<file path="config.mk">
export PLATFORM = sky130hd
export DESIGN_NAME = switch_debouncer
export DESIGN_NICKNAME = d
export VERILOG_FILES = /design/src/rtl/switch_debouncer_pkg.sv /design/src/rtl/sw_debounce_ch.sv /design/src/rtl/switch_debouncer.sv
export SDC_FILE = /design/constraint.sdc
export NUM_CORES = 1
export LEC_CHECK = 0
export BUFFER_PORTS_ARGS = -buffer_cell sky130_fd_sc_hd__buf_2
export CORE_ASPECT_RATIO = 1.5
export CORE_MARGIN = 5
export CORE_UTILIZATION = 40
export CTS_BUF_LIST = sky130_fd_sc_hd__clkbuf_16
export DETAILED_ROUTE_END_ITERATION = 16
export PLACE_DENSITY = 0.53
export SETUP_SLACK_MARGIN = 0.2
export SYNTH_ARGS = -nofsm -noshare
export SYNTH_HDL_FRONTEND = slang
export SYNTH_HIERARCHICAL = 1
export SYNTH_SLANG_ARGS = --single-unit
</file>
<file path="constraint.sdc">
create_clock -name i_clk -period 2.1 [get_ports i_clk]
set_input_delay 0.42 -clock i_clk [delete_from_list [all_inputs] [get_ports i_clk]]
set_output_delay 0.42 -clock i_clk [all_outputs]
set_load 0.03 [all_outputs]
</file>
<file path="src/rtl/switch_debouncer_pkg.sv">
// Shared board constants and channel state encoding for the switch debouncer.
//   CLK_HZ                 system clock frequency
//   DEBOUNCE_MS            required settle time of a switch level
//   DEFAULT_STABLE_CYCLES  clocks a new level must persist at CLK_HZ
//   ch_state_e             per-channel debounce FSM state
package switch_debouncer_pkg;

    localparam int unsigned CLK_HZ                = 100_000_000;
    localparam int unsigned DEBOUNCE_MS           = 10;
    localparam int unsigned DEFAULT_STABLE_CYCLES = CLK_HZ / 1000 * DEBOUNCE_MS;

    typedef enum logic {
        CH_IDLE = 1'b0,
        CH_PEND = 1'b1
    } ch_state_e;

endpackage

</file>
<file path="src/rtl/sw_debounce_ch.sv">
// One switch channel: 2-flop synchroniser, stability counter, clean level and
// 1-cycle rise/fall strobes.
//   i_clk      system clock, rising edge
//   i_reset_n  synchronous active-low reset
//   i_switch   raw asynchronous switch level
//   o_switch   debounced level (registered)
//   o_rise     1-cycle strobe coincident with o_switch 0->1
//   o_fall     1-cycle strobe coincident with o_switch 1->0
module sw_debounce_ch
    import switch_debouncer_pkg::*;
#(
    parameter int unsigned STABLE_CYCLES = DEFAULT_STABLE_CYCLES
) (
    input  logic i_clk,
    input  logic i_reset_n,
    input  logic i_switch,
    output logic o_switch,
    output logic o_rise,
    output logic o_fall
);

    localparam int unsigned          CNT_W    = $clog2(STABLE_CYCLES);
    localparam logic [CNT_W-1:0]     CNT_LAST = CNT_W'(STABLE_CYCLES - 1);

    logic             sync1;
    logic             sync2;
    ch_state_e        state,  state_d;
    logic [CNT_W-1:0] count,  count_d;
    logic             stable, stable_d;
    logic             rise,   rise_d;
    logic             fall,   fall_d;

    always_ff @(posedge i_clk) begin
        if (!i_reset_n) begin
            sync1  <= 1'b0;
            sync2  <= 1'b0;
            state  <= CH_IDLE;
            count  <= '0;
            stable <= 1'b0;
            rise   <= 1'b0;
            fall   <= 1'b0;
        end else begin
            sync1  <= i_switch;
            sync2  <= sync1;
            state  <= state_d;
            count  <= count_d;
            stable <= stable_d;
            rise   <= rise_d;
            fall   <= fall_d;
        end
    end

    // PEND always holds count in 1..CNT_LAST, so the counter can never wrap.
    always_comb begin
        state_d  = state;
        count_d  = count;
        stable_d = stable;
        rise_d   = 1'b0;
        fall_d   = 1'b0;
        unique case (state)
            CH_IDLE: begin
                count_d = '0;
                if (sync2 != stable) begin
                    state_d = CH_PEND;
                    count_d = CNT_W'(1);
                end
            end
            CH_PEND: begin
                if (sync2 == stable) begin
                    // Excursion ended before qualifying: drop it silently.
                    state_d = CH_IDLE;
                    count_d = '0;
                end else if (count == CNT_LAST) begin
                    state_d  = CH_IDLE;
                    count_d  = '0;
                    stable_d = sync2;
                    rise_d   = sync2;
                    fall_d   = ~sync2;
                end else begin
                    count_d = count + 1'b1;
                end
            end
            default: begin
                state_d = CH_IDLE;
                count_d = '0;
            end
        endcase
    end

    assign o_switch = stable;
    assign o_rise   = rise;
    assign o_fall   = fall;

endmodule

</file>
<file path="src/rtl/switch_debouncer.sv">
// Debounces NUM_SW raw board switches; channels are fully independent.
//   i_clk      system clock, rising edge
//   i_reset_n  synchronous active-low reset
//   i_switch   raw asynchronous switch levels
//   o_switch   debounced levels (registered)
//   o_rise     per-channel 1-cycle 0->1 strobes
//   o_fall     per-channel 1-cycle 1->0 strobes
module switch_debouncer
    import switch_debouncer_pkg::*;
#(
    parameter int unsigned NUM_SW        = 2,
    parameter int unsigned STABLE_CYCLES = DEFAULT_STABLE_CYCLES
) (
    input  logic              i_clk,
    input  logic              i_reset_n,
    input  logic [NUM_SW-1:0] i_switch,
    output logic [NUM_SW-1:0] o_switch,
    output logic [NUM_SW-1:0] o_rise,
    output logic [NUM_SW-1:0] o_fall
);

    for (genvar g = 0; g < NUM_SW; g++) begin : g_ch
        sw_debounce_ch #(
            .STABLE_CYCLES(STABLE_CYCLES)
        ) u_ch (
            .i_clk    (i_clk),
            .i_reset_n(i_reset_n),
            .i_switch (i_switch[g]),
            .o_switch (o_switch[g]),
            .o_rise   (o_rise[g]),
            .o_fall   (o_fall[g])
        );
    end

endmodule
</file>
; ---- Word level (Yosys, flattened, before mapping)
; Index checks and enable logic that the tools add are counted.
[op_classes]
addsub = 2
eq_ne = 6
mux = 16
n_bitwise = 9
n_reduce_logical = 4
[op_table]
columns = cell, n
row1 = 20-bit 2-to-1 mux, 4
row2 = 20-bit one-hot mux with 2 select lines, 2
row3 = "20-bit by 1-bit adder with 20-bit output, second input constant", 2
row4 = "20-bit == test, second input constant", 2
row5 = 1-bit inverter, 9
row6 = 1-bit 2-to-1 mux, 8
row7 = 4-bit OR reduction, 2
row8 = 3-bit AND reduction, 2
row9 = 1-bit one-hot mux with 2 select lines, 2
row10 = 1-bit == test, 2
row11 = 1-bit inequality test, 2
[totals]
reg_bits = 52
in_bits = 4
output_inout_bits = 6
wordCells = 51

; ---- Longest topological paths before layout
[logic_depth]
depth_word = 4
depth_mapped = 7
depth_no_buf = 5

; ---- By module
; Netlist, hierarchy kept.
[by_module_without_submodules]
columns = module, instances, cells_per_inst, area_per_inst_um2, seq_area_each_um2
row1 = sw_debounce_ch, 2, 125, 1141.1, 520.5

; ---- Worst setup path after synthesis
; OpenSTA, ideal clock, no wires.
[synth_timing]
path_type = reg-to-reg
startpoint = reg g_ch[0].u_ch.count[0]
endpoint = reg g_ch[0].u_ch.count[18]
setup_ns = 0.070
t_arrival_ns = 1.645
required_time_ns = 2.030
slack_ns = 0.385
path_stages_with_launch = 6
n_path_buf = 0
synth_period_minus_slack_ns = 1.715
cell_sequence = dfxtp_1 ha_1 nand2_1 or3_4 or4_1 a21oi_1
[synth_via]
elab_chain_len = 4
word_cells_on_any_way = 5
cone_classes = 1 x add/sub / 1 x eq/ne / 3 x mux
[synth_lines]
columns = item, line_no
row1 = start: declaration, sw_debounce_ch.sv:28  ; logic [CNT_W-1:0] count, count_d;
row2 = start signal: assignment, sw_debounce_ch.sv:46  ; count <= count_d;
row3 = 20-bit by 1-bit adder with 20-bit output or 20-bit == test (tied branches), "sw_debounce_ch.sv:80, sw_debounce_ch.sv:73"
row4 = 20-bit 2-to-1 mux (*), sw_debounce_ch.sv:73  ; end else if (count == CNT_LAST) begin
row5 = 20-bit 2-to-1 mux (*), sw_debounce_ch.sv:69  ; if (sync2 == stable) begin
row6 = 20-bit one-hot mux with 2 select lines (*), sw_debounce_ch.sv:60  ; unique case (state)
; Mark *: on every way between the ends. The rest lies on a longest branch, timed or not.
; A chain may end at the register's enable or synchronous reset.

; ---- Worst setup path in the final report
[layout_timing]
startpoint = reg g_ch[1].u_ch.count[8]
endpoint = reg g_ch[1].u_ch.count[18]
[layout_via]
elab_chain_len = 4
word_cells_on_any_way = 5
cone_classes = 1 x add/sub / 1 x eq/ne / 3 x mux
[layout_lines]
columns = item, line_no
row1 = start: declaration, sw_debounce_ch.sv:28
row2 = start signal: assignment, sw_debounce_ch.sv:46
row3 = 20-bit by 1-bit adder with 20-bit output or 20-bit == test (tied branches), "sw_debounce_ch.sv:80, sw_debounce_ch.sv:73"
row4 = 20-bit 2-to-1 mux (*), sw_debounce_ch.sv:73
row5 = 20-bit 2-to-1 mux (*), sw_debounce_ch.sv:69
row6 = 20-bit one-hot mux with 2 select lines (*), sw_debounce_ch.sv:60
; Marks and branches as above.

==> metrics.yaml <==
clock_network:
  cts_num_sinks: 52
  clk_pin_slew_ns: 0.07
  post_cts_hold_buffer_count: 0
  htreeDepth: 2
  clk_path_buf_depth: 2
  insertion_delay_ns: 0.29
  clock_tree.root_cell: "sky130_fd_sc_hd__clkbuf_16"
  cts_made_buffers: 5
  cts_tree: "yes"
die:
  core_um2: 5490
  floorplan.rows: 33
  die_y_um: 103
  chipWidth_um: 71.7
  fp.dieArea_um2: 7350
  io-pin-count: 10
  initial_utilization: 0.416
critical_path:
  crit_path_max_fanout: 7
  cp.arrival_ns: 1.98
  worst-endpoint-required_ns: 2.26
  path_class: "flip-flop to flip-flop"
  slack_of_the_worst_reg_to_reg_path_ns: 0.28
  critical_path.endpoint_type: "flip-flop"
  critPathLaunchType: "flip-flop"
placed_design:
  port_buffers: 9
  post_detailed_placement_cell_area_um2: 2390
  place_hpwl_mm: 3.10
  gp_congestion: 0.772
global_routing:
  grt_max_degree: 20
  grt_pass1_vias: 1747
  globalRouteTotalUtil: 0.128
  antenna_violations_before_repair: 0
  grt_first_pass_wirelength_mm: 7.50
  final_global_route_overflow_total: 0
power_and_ir_drop:
  irDropWorstVdd_uv: 431
  power_per_cell_area_nw_per_um2: 709
  p_leak_nw: 0.817
logic_synthesis:
  syn_avg_cell_area_um2: 9.13
  synth.ff_latch_count: 52
  number_of_synthesized_flops_with_an_enable_pin: 0
  synthDistinctLibCells: 29
  syn-instance-count: 250
  dominant_cell_by_count_in_the_synthesized_netlist: "sky130_fd_sc_hd__dfxtp_1"
  netlist_top_cells_area: "sky130_fd_sc_hd__dfxtp_1 46%, sky130_fd_sc_hd__xnor2_1 8.4%, sky130_fd_sc_hd__nor2_1 5.3%"
  synth.yosys.warnings: 6
  synth_top_flop_cell: "sky130_fd_sc_hd__dfxtp_1"
  synth_fp_nets: 256
  synth_area_um2: 2280
  synth_area_leader_cell: "sky130_fd_sc_hd__dfxtp_1"
  area_share_of_the_leading_cell_type_in_the_synthesized_netlist: 0.456
  async_reset_ff_frac: 0
  sequential_share_of_the_synthesized_area: 0.456
  synthTopCellsByCount: "52 x sky130_fd_sc_hd__dfxtp_1, 32 x sky130_fd_sc_hd__nor2_1, 22 x sky130_fd_sc_hd__xnor2_1"
layout:
  nNetsFinal: 272
  postLayoutCellArea_um2: 2560
  drive_above_1_share: 0.131
  antenna_cells: 0
  layout-area-overhead-vs-synth_pct: 12.0
timing:
  final.setup.tns_ns: 0
  fmaxAchievable_ghz: 0.550
  fin_worst_hold_slack_ns: 0.331
  timing.final.setup_violations: 0
  period_needed_ns: 1.82
  worst_pin_slew_ns: 0.384
  fin_crit_sh: 0.865
  timing_hold_violations_final: 0
  grt_setup_unrepaired: "false"
  skew_ns: 0.00766
  timing_max_transition_violations_final: 0
  maxSlewHeadroom: 0.742
drt:
  vias_per_cell: 5.15
  wire_per_inst_um: 12.4
  drt_first_pass_iters: 4
  remaining_drc_errors: 0
  postRouteWirelength_mm: 4.20
  dr_total_vias: 1734
  detail-route-antenna-nets: 0
  first_iter_violations: 61
hold_path:
  worstHoldPathType: "input pin to flip-flop"
run:
  max_cap_violations: 0
run_status:
  outcome: "finished, final reports clean"
## power breakdown
group / internal (mW) / switching, mW / leakage, nW / total (mW)
sequential: 0.991 / 0.00425 / 0.420 / 0.995
combinational: 0.00680 / 0.00806 / 0.327 / 0.0149
clock: 0.444 / 0.360 / 0.0702 / 0.803
## metrics by stage
stage / setup slack, ns / total power, mW / std cells / utilization
after floorplan: 0.385 / 1.03 / 250 / -
after global placement: 0.232 / 1.03 / 328 / 0.436
after detailed placement: 0.205 / 1.03 / 328 / 0.436
after CTS: 0.210 / 1.85 / 336 / 0.463
after global routing: 0.204 / 1.89 / 337 / 0.465
final: 0.283 / 1.81 / 337 / 0.465
## worst max-delay path, stage by stage (launching register included)
cell and delay [ns]:
sky130_fd_sc_hd__dfxtp_1 0.34, sky130_fd_sc_hd__or4b_1 0.58, sky130_fd_sc_hd__nor4_4 0.25, sky130_fd_sc_hd__a21o_1 0.28, sky130_fd_sc_hd__buf_4 0.19, sky130_fd_sc_hd__a21oi_1 0.05
## worst paths after layout
| check | from | endpoint | depth (start not counted) |
|---|---|---|---|
| worst max-delay path | g_ch[1].u_ch/count[8] | g_ch[1].u_ch/count[18] | 5 |
| worst min-delay path | i_switch[0] | g_ch[0].u_ch/sync1 | 2 |
| worst max register to register | g_ch[1].u_ch/count[8] | g_ch[1].u_ch/count[18] | 5 |
| worst min register to register | g_ch[1].u_ch/sync1 | g_ch[1].u_ch/sync2 | 1 |
## layout make-up
cell class | instances | area (um^2)
fillers | 561 | 2940
multi-input cells | 182 | 1150
flip-flops and latches | 52 | 1040
clock buffers | 5 | 125
repair buffers | 15 | 90.1
well taps | 70 | 87.6
inverters | 10 | 37.5
clock inverters | 3 | 21.3
## registers in the layout, summed over array words and instances, names as in the netlist
name	count
g_ch.u_ch/o_fall	2
g_ch.u_ch/o_rise	2
g_ch.u_ch/state	2
g_ch.u_ch/count	40
g_ch.u_ch/sync2	2
g_ch.u_ch/sync1	2
g_ch.u_ch/o_switch	2
## cells by family after synthesis
family                     Yosys count  synth area share
adders and majority gates            2            0.0110
and+or+nand+nor                    122             0.303
AOI/OAI and AO/OA                   28            0.0713
DFF                                 52             0.456
xor gates and xnor gates            28             0.107
muxes                                2           0.00877
buffers and inverters               16            0.0428
## cell usage in the layout, fill, tap and decap left out, drive strengths merged, types with 10 or more instances in the layout
cell	count
nor3	10
nand3	20
xnor2	22
inv	11
nor2	32
buf	15
nor4	10
or3	10
nand2	16
dfxtp	52
a21oi	12
## what timing repair did
item / 4_1_cts / 5_1_grt
pin swaps: 0 / 1
gates resized for setup: 1 / 3
setup buffers: 0 / 1
endpoints found under the setup margin: 1 / 19
## layer usage
layer,vias up,global-route usage,share of wire
li1,915,-,-
met1,799,0.128,0.41
met2,10,0.244,0.55
met3,10,0.0263,0.018
met4,0,0.0666,0.026
met5,-,0,0
Power figures use the tool's default switching activity.
